<file path="config.mk">
export PLATFORM = sky130hd
export DESIGN_NAME = register_file_multiport
export DESIGN_NICKNAME = d
export VERILOG_FILES = /design/src/rtl/register_file_multiport.sv
export SDC_FILE = /design/constraint.sdc
export NUM_CORES = 2
export LEC_CHECK = 0
export CAP_MARGIN = 20
export CORE_MARGIN = 2
export CORE_UTILIZATION = 25
export CTS_CLUSTER_SIZE = 24
export DETAILED_ROUTE_END_ITERATION = 6
export GPL_ROUTABILITY_DRIVEN = 0
export SKIP_LAST_GASP = 1
export SLEW_MARGIN = 20
export SYNTH_ARGS = -nofsm -noshare
export SYNTH_HDL_FRONTEND = slang
export SYNTH_SLANG_ARGS = --single-unit
</file>
<file path="constraint.sdc">
create_clock -name clock -period 3.6 [get_ports clock]
set_input_delay 0.72 -clock clock [delete_from_list [all_inputs] [get_ports clock]]
set_output_delay 0.72 -clock clock [all_outputs]
set_load 0.01 [all_outputs]
</file>
<file path="src/rtl/register_file_multiport.sv">
// Multiport register file: NUM_READ registered read ports, one write port, combinational debug port.
// Storage has no reset; a post-reset sweep FSM writes every register before normal access is allowed.
module register_file_multiport #(
  parameter int DATA_WIDTH = 32,
  parameter int ADDR_WIDTH = 5,
  parameter int NUM_READ   = 2,
  parameter int ZERO_REG   = 1,
  parameter int INIT_MODE  = 1
) (
  input  logic                           clock,
  input  logic                           reset_n,
  input  logic [NUM_READ*ADDR_WIDTH-1:0] read_address,
  input  logic [NUM_READ-1:0]            read_enable,
  output logic [NUM_READ*DATA_WIDTH-1:0] data_out,
  input  logic                           write_enable,
  input  logic [ADDR_WIDTH-1:0]          write_address,
  input  logic [DATA_WIDTH-1:0]          write_data_in,
  input  logic [ADDR_WIDTH-1:0]          read_address_debug,
  output logic [DATA_WIDTH-1:0]          data_out_debug,
  output logic                           init_busy
);

  localparam int DEPTH = 2 ** ADDR_WIDTH;

  typedef enum logic {INIT, RUN} state_t;

  state_t                  state, state_nxt;
  logic [ADDR_WIDTH-1:0]   cnt, cnt_nxt;
  logic [DATA_WIDTH-1:0]   mem [DEPTH];
  logic                    mem_we;
  logic [ADDR_WIDTH-1:0]   mem_wa;
  logic [DATA_WIDTH-1:0]   mem_wd;

  function automatic logic is_zero(input logic [ADDR_WIDTH-1:0] a);
    return (ZERO_REG != 0) && (a == '0);
  endfunction

  // Write-first: a same-cycle write to the read address is forwarded.
  function automatic logic [DATA_WIDTH-1:0] read_value(input logic [ADDR_WIDTH-1:0] a);
    if (is_zero(a))
      return '0;
    if (write_enable && (write_address == a))
      return write_data_in;
    return mem[a];
  endfunction

  always_ff @(posedge clock or negedge reset_n) begin
    if (!reset_n) begin
      state <= INIT;
      cnt   <= '0;
    end else begin
      state <= state_nxt;
      cnt   <= cnt_nxt;
    end
  end

  always_comb begin
    state_nxt = state;
    cnt_nxt   = cnt;
    mem_we    = 1'b0;
    mem_wa    = write_address;
    mem_wd    = write_data_in;
    case (state)
      INIT: begin
        mem_we  = reset_n;
        mem_wa  = cnt;
        mem_wd  = (INIT_MODE != 0) ? DATA_WIDTH'(cnt) : '0;
        cnt_nxt = cnt + ADDR_WIDTH'(1);
        if (cnt == ADDR_WIDTH'(DEPTH - 1))
          state_nxt = RUN;
      end
      RUN: begin
        mem_we = reset_n && write_enable && !is_zero(write_address);
      end
    endcase
  end

  assign init_busy = (state == INIT);

  // Storage stage: plain synchronous write, no reset, so it can map to RAM.
  always_ff @(posedge clock) begin
    if (mem_we)
      mem[mem_wa] <= mem_wd;
  end

  // Read stage: one register per port, held while its enable is low.
  always_ff @(posedge clock or negedge reset_n) begin
    if (!reset_n) begin
      data_out <= '0;
    end else if (state == RUN) begin
      for (int k = 0; k < NUM_READ; k++) begin
        if (read_enable[k])
          data_out[k*DATA_WIDTH +: DATA_WIDTH] <= read_value(read_address[k*ADDR_WIDTH +: ADDR_WIDTH]);
      end
    end
  end

  assign data_out_debug = is_zero(read_address_debug) ? '0 : mem[read_address_debug];

endmodule

</file>
==> summary.md <==
| Metric | Value |
|---|---|
| P_sw | `7.599 mW` |
| Clock power frac | `39.4%` |
| Switching share of power | `25.29%` |
| GRT Total Usage | `18.94%` |
| Tcrit/Tclk final | `99.30%` |
| Cell leakage power | `23.11 nW` |
| Worst skew pair latency | `0.75 ns` |
| #FFs+latches synth | `1094` |
| DIE AREA | `0.2397 mm²` |
| Internal | `22.45 mW` |
| FFs w/ async S/R, synth | `6.399%` |
| Largest net degree at the start of global routing | `48` |
| Final min period | `3.575 ns` |
| Share of layout cells above drive strength 1 | `38.30%` |
| Maxcap violations | `0` |
| H-tree levels | `3` |
| CP cell instances | `buf_16 -> buf_16 -> buf_12 -> buf_4 -> buf_12 -> mux4_2 -> mux4_2 -> nand2_1 -> o21ai_2 -> clkbuf_2` |
| Site Rows | `178` |
| Final Total Pwr | `30.04 mW` |
| Drt first pass iters | `6` |
| Synth Cell Area | `0.05895 mm²` |
| DP Area | `0.06730 mm²` |
| Clock root cell | `clkbuf_16` |
| Type of origin of the critical path | `input pin` |
| Core Region | `0.2350 mm²` |
| IO buf count | `153` |
| HPWL after detailed placement | `146.8 mm` |
| Hold-fix buffers at CTS | `0` |
| IO Pins | `154` |
| Status | `finished, final reports clean` |
| Cells after synthesis | `3291` |
| Final Max Tran Viols | `0` |
| CP required | `2.88 ns` |
| RSZ-0062 raised after global routing | `yes` |
| Post-route ant nets | `0` |
| Max VDD drop | `0.3907 mV` |
| Total gr overflow | `0` |
| Max stage delay cell, worst path | `mux4_2` |
| Comb pwr share | `13.3%` |
| Longest Clk Path Bufs | `3` |
| Crit path arrival time | `2.85 ns` |
| Clk_skew | `0.02402 ns` |
| Final core occ | `30.47%` |
| Crit-path max cell delay | `0.52 ns` |
| WL per Instance | `33.82 µm` |
| Initial DRC count | `6197` |
| Synth Flop Type | `edfxtp_1` |
| Number of global-route vias before repair | `39219` |
| Top delay family on crit path | `multiplexers` |
| Die Y-Extent | `489.6 µm` |
| Final setup vio count | `0` |
| Initial Util | `25.09%` |
| Sequential power share | `47.2%` |
| Worst-path clk slew | `0.06 ns` |
| WL final | `232.5 mm` |
| CP Class | `in2out` |
| Max-slew headroom | `26.24%` |
| Syn. warnings | `0` |
| CTS sink cnt | `1094` |
| Max FO, Critical Path | `10` |
| Average vias per placed instance | `5.767` |
| Clock buffers created by TritonCTS | `115` |
| CP endpoint kind | `output pin` |
| Worst hold margin | `0.1762 ns` |
| HP Class | `in2async` |
| Worst Tran Pin Value | `1.104 ns` |
| Antenna violations before repair | `23` |
| First-pass GRT wire length | `318.2 mm` |
| DRC viols | `0` |
| Synth unique cells | `52` |
| Sequential cell area fraction in the yosys report | `55.13%` |
| Synth Net Count | `3350` |
| Worst Path Buf+Inv | `6` |
| Syn Area/Cell | `17.91 µm²` |
| Routed vias | `39649` |
| Design area | `0.07158 mm²` |
| CTS tree | `yes` |
| Power per Cell Area | `419.7 mW/mm²` |
| Max Clk Rate | `279.7 MHz` |
| Post-synth EDFFs | `1024` |
| Area delta synth->final | `21.43%` |
| Filler cell count | `22836` |
| Final Net Count | `3675` |
| Final Hold Vio Count | `0` |
| Die X | `489.6 µm` |
## path summary, 6_finish.rpt
kind	end	slack (ns)	cells after the start	from
setup / recovery	data_out_debug[7]	0.03	10	read_address_debug[0]
hold / removal	cnt[4]	0.18	2	reset_n
setup reg to reg	mem[26][24]	0.77	7	state
hold reg to reg	cnt[2]	0.52	1	cnt[2]
max in group asynchronous	data_out[20]	2.18	3	reset_n
min in group clock	cnt[2]	0.52	1	cnt[2]
## stage by stage
step	instances	setup WS, ns	setup TNS, ns
floorplan	3291	0.2565	0
global placement	6609	-0.3262	-9.295
global route	6869	-0.02276	-0.04358
detailed placement	6610	-0.3288	-7.241
finish	6875	0.02531	0
CTS	6857	-0.09944	-0.4117
## layer usage
| layer | part of all wire [%] | track usage, % |
|---|---|---|
| met2 | 45 | 29.08 |
| met3 | 13 | 5.367 |
| met5 | 0.037 | 0 |
| met1 | 37 | 25.02 |
| met4 | 4.6 | 8.016 |
## timing repair
item / 4_1_cts / 5_1_grt
pin swaps: 0 / 0
cloned: 5 / 1
setup endpoints to repair: 32 / 25
setup buffers: 26 / 7
gates resized for setup: 83 / 33
## cells by family after synthesis
logic type	synth area share, %
and+or+nand+nor	2.326
muxes	31.96
DFF	55.13
adders and majority gates	0.04244
buffers and inverters	3.048
AOI/OAI and AO/OA	7.301
xor gates and xnor gates	0.1931
## cell usage after synthesis, types with 49 or more instances
cell type	instances	area (µm²)
o21ai_1	50	250.2
a21oi_1	65	325.3
mux2i_1	242	2422
nor2b_1	52	325.3
a22oi_1	144	1081
edfxtp_1	1024	30750
nor2_1	53	198.9
a221oi_1	64	560.5
clkbuf_1	132	495.5
buf_2	74	370.4
a211oi_1	63	473.0
nand2_1	62	232.7
a22o_1	49	429.2
o21ai_0	65	325.3
mux4_2	704	15860
dfrtp_1	70	1752
mux2_2	50	563.0
## area by class of cell
class | count | area (µm²) | share of cell area, %
well taps | 3150 | 3941 | 5.506
repair buffers | 517 | 6225 | 8.696
flip-flops and latches | 1094 | 32500 | 45.41
clock inverters | 65 | 574.3 | 0.8023
diodes | 10 | 25.02 | 0.03496
multi-input cells | 1850 | 25080 | 35.03
clock buffers | 151 | 3094 | 4.323
inverters | 38 | 142.6 | 0.1993
## flip-flops by register name (all words and copies together) (netlist names)
signal and count:
data_out 64, state 1, mem 1024, cnt 5
## power groups by stage
stage	sequential (mW)	clock [mW]	combinational (mW)
6_report	14.2	11.8	4.01
5_1_grt	14.2	12.4	4.17
4_1_cts	14.2	12.0	3.98
3_5_place_dp	14.5	0	3.91
3_3_place_gp	14.5	0	3.89
2_1_floorplan	14.4	0	2.13
## cells in the final DEF (no fill, tap or decap), drive strengths merged, types with 5 or more instances in the layout
master / n
bufinv: 8
inv: 41
and2: 30
or3: 33
o221a: 16
nand2: 62
a221oi: 64
diode: 10
buf: 383
a22oi: 144
a21oi: 65
nor2b: 52
mux2: 50
clkinvlp: 9
mux2i: 242
clkdlybuf4s50: 106
xnor2: 13
o22ai: 16
o21ai: 115
a211oi: 63
edfxtp: 1024
mux4: 704
clkbuf: 161
nor2: 53
a22o: 49
dfrtp: 70
nor3: 17
dlygate4sd2: 13
clkinv: 45
o41ai: 32
nand3: 5
## worst reg2reg max path, cell delays in order (launching register included)
cell	delay, ns
dfrtp_4	0.55
inv_1	0.10
buf_4	0.18
nand2_1	0.14
o21ai_0	0.30
nand2_1	0.25
nor2_4	0.62
buf_4	0.35
Power figures use the tool's default switching activity.
